--- config.mk ---
export PLATFORM = sky130hd
export DESIGN_NAME = sw_out_arbiter
export DESIGN_NICKNAME = d
export VERILOG_FILES = /design/src/rtl/sw_out_arbiter.sv
export SDC_FILE = /design/constraint.sdc
export NUM_CORES = 1
export LEC_CHECK = 0
export ABC_AREA = 1
export ABC_CLOCK_PERIOD_IN_PS = 3750
export CORE_UTILIZATION = 47
export DETAILED_ROUTE_END_ITERATION = 12
export GPL_TIMING_DRIVEN = 0
export MAX_ROUTING_LAYER = met4
export PLACE_DENSITY = 0.81
export SLEW_MARGIN = 20
export SYNTH_ARGS = -nofsm -noshare
export SYNTH_HDL_FRONTEND = slang
export SYNTH_SLANG_ARGS = --single-unit
--- constraint.sdc ---
create_clock -name clk -period 3.75 [get_ports clk]
set_clock_uncertainty 0.1 [all_clocks]
set_input_delay 0.75 -clock clk [delete_from_list [all_inputs] [get_ports clk]]
set_output_delay 0.75 -clock clk [all_outputs]
set_load 0.02 [all_outputs]
--- src/rtl/sw_out_arbiter.sv ---
// rtl/sw_out_arbiter.sv - packet-level round-robin arbiter onto one output port
//
// Purpose:
//   Grants one of NUM_SW_INST sources at a time and holds that grant for a
//   whole packet. Priority rotates to the index after the served source once
//   the packet completes. A beat counter forces EOP on the MAX_PKT_LEN-th beat
//   and flags the truncation with a one-cycle pkt_err pulse.
//
// Ports:
//   clk, rst_n    - clock (rising edge), asynchronous active-low reset
//   src_valid     - per-source beat available
//   src_data      - per-source beat, source i at [i*W_WIDTH +: W_WIDTH]
//   src_eop       - per-source last-beat flag
//   src_pop       - one-hot/zero, beat of granted source consumed this cycle
//   out_ready     - downstream accepts beat
//   out_valid     - out_data holds a valid beat
//   out_data      - beat muxed from the granted source
//   out_eop       - last beat of packet (source EOP or forced truncation)
//   gnt           - registered one-hot grant, zero when idle
//   busy          - packet transfer in progress
//   pkt_err       - one-cycle pulse after a truncating handshake
module sw_out_arbiter #(
   parameter int NUM_SW_INST = 5,
   parameter int W_WIDTH     = 8,
   parameter int MAX_PKT_LEN = 16
) (
   input  logic                           clk,
   input  logic                           rst_n,
   input  logic [NUM_SW_INST-1:0]         src_valid,
   input  logic [NUM_SW_INST*W_WIDTH-1:0] src_data,
   input  logic [NUM_SW_INST-1:0]         src_eop,
   output logic [NUM_SW_INST-1:0]         src_pop,
   input  logic                           out_ready,
   output logic                           out_valid,
   output logic [W_WIDTH-1:0]             out_data,
   output logic                           out_eop,
   output logic [NUM_SW_INST-1:0]         gnt,
   output logic                           busy,
   output logic                           pkt_err
);

   localparam int CW = $clog2(MAX_PKT_LEN + 1);
   localparam int IW = (NUM_SW_INST > 1) ? $clog2(NUM_SW_INST) : 1;
   localparam logic [CW-1:0] LAST_CNT = CW'(MAX_PKT_LEN - 1);
   localparam logic [IW-1:0] LAST_IDX = IW'(NUM_SW_INST - 1);

   typedef enum logic [1:0] {
      ST_IDLE = 2'd0,
      ST_XFER = 2'd1
   } state_t;

   state_t                 r_state, w_state_nxt;
   logic [IW-1:0]          r_gnt_idx, w_gnt_idx_nxt;
   logic [IW-1:0]          r_rr_ptr, w_rr_ptr_nxt;
   logic [CW-1:0]          r_beat_cnt, w_beat_cnt_nxt;
   logic [NUM_SW_INST-1:0] r_gnt, w_gnt_nxt;
   logic                   r_pkt_err, w_pkt_err_nxt;

   logic                   w_xfer;
   logic                   w_last_beat;
   logic                   w_hs;
   logic                   w_any_req;
   logic [IW-1:0]          w_pick_idx;
   logic [IW:0]            w_scan;

   // Round-robin search starting at r_rr_ptr. The loop runs from the farthest
   // offset down so the requester closest to r_rr_ptr is the last one written.
   always_comb begin
      w_pick_idx = r_rr_ptr;
      w_any_req  = 1'b0;
      w_scan     = '0;
      for (int k = NUM_SW_INST - 1; k >= 0; k--) begin
         w_scan = {1'b0, r_rr_ptr} + (IW+1)'(k);
         if (w_scan >= (IW+1)'(NUM_SW_INST))
            w_scan = w_scan - (IW+1)'(NUM_SW_INST);
         if (src_valid[w_scan]) begin
            w_pick_idx = w_scan[IW-1:0];
            w_any_req  = 1'b1;
         end
      end
   end

   assign w_xfer      = (r_state == ST_XFER);
   assign w_last_beat = (r_beat_cnt == LAST_CNT);
   assign out_valid   = w_xfer & src_valid[r_gnt_idx];
   assign out_data    = w_xfer ? src_data[int'(r_gnt_idx)*W_WIDTH +: W_WIDTH] : '0;
   // Counter reaching MAX_PKT_LEN-1 closes the packet even without source EOP.
   assign out_eop     = w_xfer & (src_eop[r_gnt_idx] | w_last_beat);
   assign w_hs        = out_valid & out_ready;
   assign src_pop     = w_hs ? (NUM_SW_INST'(1) << r_gnt_idx) : '0;
   assign gnt         = r_gnt;
   assign busy        = w_xfer;
   assign pkt_err     = r_pkt_err;

   always_comb begin
      w_state_nxt    = r_state;
      w_gnt_idx_nxt  = r_gnt_idx;
      w_rr_ptr_nxt   = r_rr_ptr;
      w_beat_cnt_nxt = r_beat_cnt;
      w_gnt_nxt      = r_gnt;
      w_pkt_err_nxt  = 1'b0;
      case (r_state)
         ST_IDLE: begin
            w_gnt_nxt = '0;
            if (w_any_req) begin
               w_gnt_idx_nxt  = w_pick_idx;
               w_gnt_nxt      = NUM_SW_INST'(1) << w_pick_idx;
               w_beat_cnt_nxt = '0;
               w_state_nxt    = ST_XFER;
            end
         end
         ST_XFER: begin
            if (w_hs) begin
               w_beat_cnt_nxt = r_beat_cnt + 1'b1;
               if (out_eop) begin
                  w_rr_ptr_nxt  = (r_gnt_idx == LAST_IDX) ? '0 : r_gnt_idx + 1'b1;
                  w_gnt_nxt     = '0;
                  w_state_nxt   = ST_IDLE;
                  // Forced EOP without source EOP means the packet was cut.
                  w_pkt_err_nxt = ~src_eop[r_gnt_idx];
               end
            end
         end
         default: begin
            w_state_nxt = ST_IDLE;
            w_gnt_nxt   = '0;
         end
      endcase
   end

   always_ff @(posedge clk or negedge rst_n) begin
      if (!rst_n) begin
         r_state    <= ST_IDLE;
         r_gnt_idx  <= '0;
         r_rr_ptr   <= '0;
         r_beat_cnt <= '0;
         r_gnt      <= '0;
         r_pkt_err  <= 1'b0;
      end else begin
         r_state    <= w_state_nxt;
         r_gnt_idx  <= w_gnt_idx_nxt;
         r_rr_ptr   <= w_rr_ptr_nxt;
         r_beat_cnt <= w_beat_cnt_nxt;
         r_gnt      <= w_gnt_nxt;
         r_pkt_err  <= w_pkt_err_nxt;
      end
   end

endmodule

After elaboration in Yosys (flattened, before gate mapping)
Cells that the tools add are included.

word-level totals
  register bits after elaboration = 19
  word-level logic and storage cells = 95

cells by class
  add/sub/neg operators = 11
  magnitude comparators = 11
  eq/ne operators = 6
  shift operators = 3
  multiplexer cells = 46
  bitwise operators = 5
  reduce and logical (&&, ||, !) cells = 7

operators with widths
  operator                                                                      count
  40-bit by 7-bit indexed part select with 8-bit output                         1
  5-bit two-way mux                                                             6
  1-bit binary-select mux with 3-bit select                                     7
  4-bit less-than comparator, second input constant                             5
  4-bit two-way mux                                                             5
  5-bit case mux with 2 select lines                                            2
  3-bit two-way mux                                                             6
  4-bit by 3-bit >= comparator with 1-bit output, second input constant         4
  4-bit by 3-bit subtractor with 4-bit output, second input constant            4
  1-bit two-way mux                                                             15
  1-bit by 3-bit << shifter with 5-bit output, first input constant             2
  3-bit AND reduction                                                           3
  3-bit by 2-bit adder with 4-bit output, second input constant                 2
  8-bit two-way mux                                                             1
  2-bit two-way mux                                                             3
  5-bit by 1-bit adder with 5-bit output, second input constant                 1
  5-bit by 4-bit == test with 1-bit output, second input constant               1
  3-bit by 1-bit adder with 4-bit output, second input constant                 1
  3-bit by 3-bit adder with 4-bit output, second input constant                 1
  3-bit by 4-bit less-than comparator with 1-bit output, second input constant  1
  2-bit != test, second input constant                                          2
  2-bit case mux with 2 select lines                                            1
  2-bit AND reduction                                                           2
  3-bit by 3-bit subtractor with 4-bit output, second input constant            1
  other kinds (10)                                                              12

Depth between registers and ports, before layout
  depth in word-level cells = 13
  gate-level depth with buffers = 23
  depth with buffers taken out = 22

Worst setup path after synthesis
Ideal clock, no wire load.

  kind = input-to-output
  start point = input port src_valid[1]
  end point = output port src_pop[0]
  arrival time = 1988 ps
  data required time = 2900 ps
  path slack = 912 ps
  stages = 9
  cells stage by stage = inv_1 a21oi_1 o21ai_0 a21oi_1 a21oi_1 nor2_2 nand2_2 buf_6 nor2_1

on the way
  word-level cells in the longest chain between the ends = 5

RTL lines
  what                                       RTL line  source
  start, declared                            29        input logic [NUM_SW_INST-1:0] src_valid,
  1-bit binary-select mux with 3-bit select  85        assign out_valid = w_xfer & src_valid[r_gnt_idx];
  1-bit two-way mux (not written as such)    85
  1-bit AND                                  85
  via out_valid                              34        output logic out_valid,
  1-bit AND                                  89        assign w_hs = out_valid & out_ready;
  5-bit two-way mux                          90        assign src_pop = w_hs ? (NUM_SW_INST'(1) << r_gnt_idx) : '0;
  end, declared                              32        output logic [NUM_SW_INST-1:0] src_pop,

The timed path passes the listed nets, and every way through them passes these cells. The select of a mux whose other input is x is not followed.

Final worst setup path
  start point = input port src_valid[1]
  end point = output port src_pop[3]

on the way
  word-level cells in the longest chain between the ends = 5

RTL lines
  what                                       RTL line
  1-bit binary-select mux with 3-bit select  85
  1-bit two-way mux (not written as such)    85
  1-bit AND                                  85
  1-bit AND                                  89
  5-bit two-way mux                          90

Every way passes these cells. The select of a mux whose other input is x is not followed.

==> out/metrics.yaml <==
grt_overflow: 0
critPathMaxFanout: 10
timing.slew.headroom_pct: 49.60
synth_nets: 457
p_per_area_nw_per_um2: 138.8
grt_max_degree: 19
postCtsHoldBufs: 0
synth_edf_count: 0
min_path_type: "flop to flop"
clock.fmax_ghz: 0.2827
critPathCaptureType: "output port"
slowest_stage: "clkdlybuf4s50_1"
dieHeight_um: 72.35
diodes: 0
ys_async_sr_fraction_pct: 100.0
clock_latency_ns: 0.25
synthFlopType: "dfrtp_1"
grt_usage_pct: 26.95
critPathKind: "primary input to output port"
area_delta_synth_final_pct: 37.60
placementRows: 25
pre_cts_slack_ns: -0.07590
cts_sinks: 18
clock_path_buffers: 2
grt_pass1_wl_um: 10940
first_pass_iters: 5
path_common_cell: "a21oi_1"
drv_cap: 0
rsz0062_at_grt: "false"
initial_core_util_pct: 48.92
hold_viol_final: 0
worstPathCellList: "clkdlybuf4s50_1 -> inv_1 -> a21oi_1 -> o21ai_0 -> a21oi_1 -> a21oi_1 -> nor2_2 -> nand2_2 -> buf_6 -> nor2_1 -> dlygate4sd2_1"
place_hpwl_um: 5397
cpPeakStageDelay_ns: 0.53
clk_pin_slew_ns: 0.06
die-area_sq_um: 5235
h-tree-depth: 1
postSynthCellCount: 386
die_w_um: 72.35
clockRootBuffer: "clkbuf_8"
grt_pass1_vias: 2477
critPathRequiredTime_ns: 2.90
ctsResizeCount: 5
n_fill_cell: 442
drt-initial-drc-count: 180
core-area_sq_um: 4755
drive_gt1_share_pct: 7.759
seq_area_sq_um: 450.4
final.setup.worst_slack_ns: 0.2127
ys_seq_elements: 18
place.gp.congestion: 0.8742
vias_per_cell: 5.275
drv_slew: 0
nNetsFinal: 536
ios: 75
cts_tree: "yes"
synth_area_sq_um: 2326
antenna_found_initial: 0
outcome: "complete, no violations"
yosysWarnings: 0
setup_viol: 0
cts_made_buffers: 3
min_period_over_period_pct: 94.33
drcViolationCount: 0
avgSynthCellArea_sq_um: 6.026
multi_input_area_sq_um: 1633
yosysSeqAreaShare_pct: 19.37
post_cts_buffers: 0
peakVddDrop_uv: 222.2
cp-start-kind: "primary input"
drt-total-wl_um: 6910
min_period_ns: 3.537
io_buffers: 74
vias: 2801
p_leak_uw: 0.001555
worst_ep_arrival_time_ns: 2.69
postRouteAntennaNets: 0
totalNegativeSetupSlack_ns: 0
max_slew.worst_pin.slew_ns: 0.7536
wl_per_cell_um: 13.01
ys_types: 36
-- through the flow --
stage | std cells | power, uW | cell area [sq um] | utilization, % | hold WS [ns]
global route | 531 | 465.6 | 3201 | 67.32 | 0.4071
finish | 531 | 444.2 | 3201 | 67.32 | 0.3871
CTS | 531 | 449.2 | 3199 | 67.29 | 0.3910
global placement | 527 | 290.5 | 3151 | 66.26 | 0.3710
detailed placement | 527 | 292.1 | 3151 | 66.26 | 0.3644
floorplan | 386 | 226.6 | 2326 | - | 0.3544
-- area by class of cell --
type,instances,share of cell area [%]
buffer,11,2.111
inverter,47,5.512
timing repair buffer,74,22.95
tap,67,2.619
sequential,18,14.07
multi-input combinational,310,51.02
clock buffer,4,1.720
-- final timing paths --
kind / endpoint / slack [ns] / start / cells after the start
setup / recovery: src_pop[3] / 0.21 / src_valid[1] / 11
hold / removal: gnt[3]$_DFFE_PN0P_ / 0.39 / gnt[3]$_DFFE_PN0P_ / 2
setup reg to reg: r_gnt_idx[1]$_DFFE_PN0P_ / 0.49 / r_rr_ptr[0]$_DFFE_PN0P_ / 19
hold reg to reg: gnt[3]$_DFFE_PN0P_ / 0.39 / gnt[3]$_DFFE_PN0P_ / 2
max in group asynchronous: r_state[0]$_DFFE_PN0P_ / 2.24 / rst_n / 1
min in group asynchronous: r_gnt_idx[2]$_DFFE_PN0P_ / 0.84 / rst_n / 1
-- cells in the final DEF, fill, tap and decap left out, types with 5 or more instances in the layout --
master / n
a21oi_1: 21
clkbuf_8: 5
clkdlybuf4s50_1: 69
dfrtp_1: 18
dlygate4sd2_1: 5
ha_1: 17
inv_1: 43
nand2_1: 114
nand2_2: 8
nand3_1: 36
nand4_1: 5
nor2_1: 37
o21ai_0: 31
o21ai_1: 6
o22ai_1: 9
-- cells in the mapped netlist (4+ instances only) --
cell type / count / area [sq um]
o21ai_1: 6 / 30.03
inv_1: 43 / 161.4
nand3_1: 36 / 180.2
inv_2: 4 / 15.01
o21ai_0: 31 / 155.2
clkbuf_1: 5 / 18.77
o22ai_1: 9 / 56.30
dfrtp_1: 18 / 450.4
nand4_1: 5 / 31.28
ha_1: 17 / 212.7
nand2_2: 8 / 50.05
nor2_1: 37 / 138.9
a21oi_1: 21 / 105.1
nand2_1: 114 / 427.9
-- where the power goes --
part           internal [uW]  switching, uW
Combinational           59.7           33.2
Sequential               196          0.947
Clock                   93.2           61.5
-- worst max-delay path: cells and delay by family --
| kind | cells | cell delay [ns] |
|---|---|---|
| buffers and inverters | 4 | 1.15 |
| and+or+nand+nor | 3 | 0.32 |
| AOI/OAI and AO/OA | 4 | 0.46 |
-- registers in the layout (all words and copies together) (netlist names) --
signal / flops
gnt: 5
r_beat_cnt: 5
r_rr_ptr: 3
r_state: 1
r_gnt_idx: 3
pkt_err: 1
-- kinds of logic after synthesis --
family | share of synthesized area, %
xor gates and xnor gates | 1.130
muxes | 0.4304
AOI/OAI and AO/OA | 18.24
buffers and inverters | 10.44
and+or+nand+nor | 40.40
DFF | 19.37
adders and majority gates | 10.01
-- metal layers --
metal  up-vias  global-route usage [%]  share of wire [%]
met5         -                       -                  0
met4         0                   7.190               0.94
met3         8                   1.250                5.3
met2       106                   47.35                 50
met1      1273                   33.79                 44
li1       1414                       -                  -
Note: power is estimated with default switching activity, not from simulation.
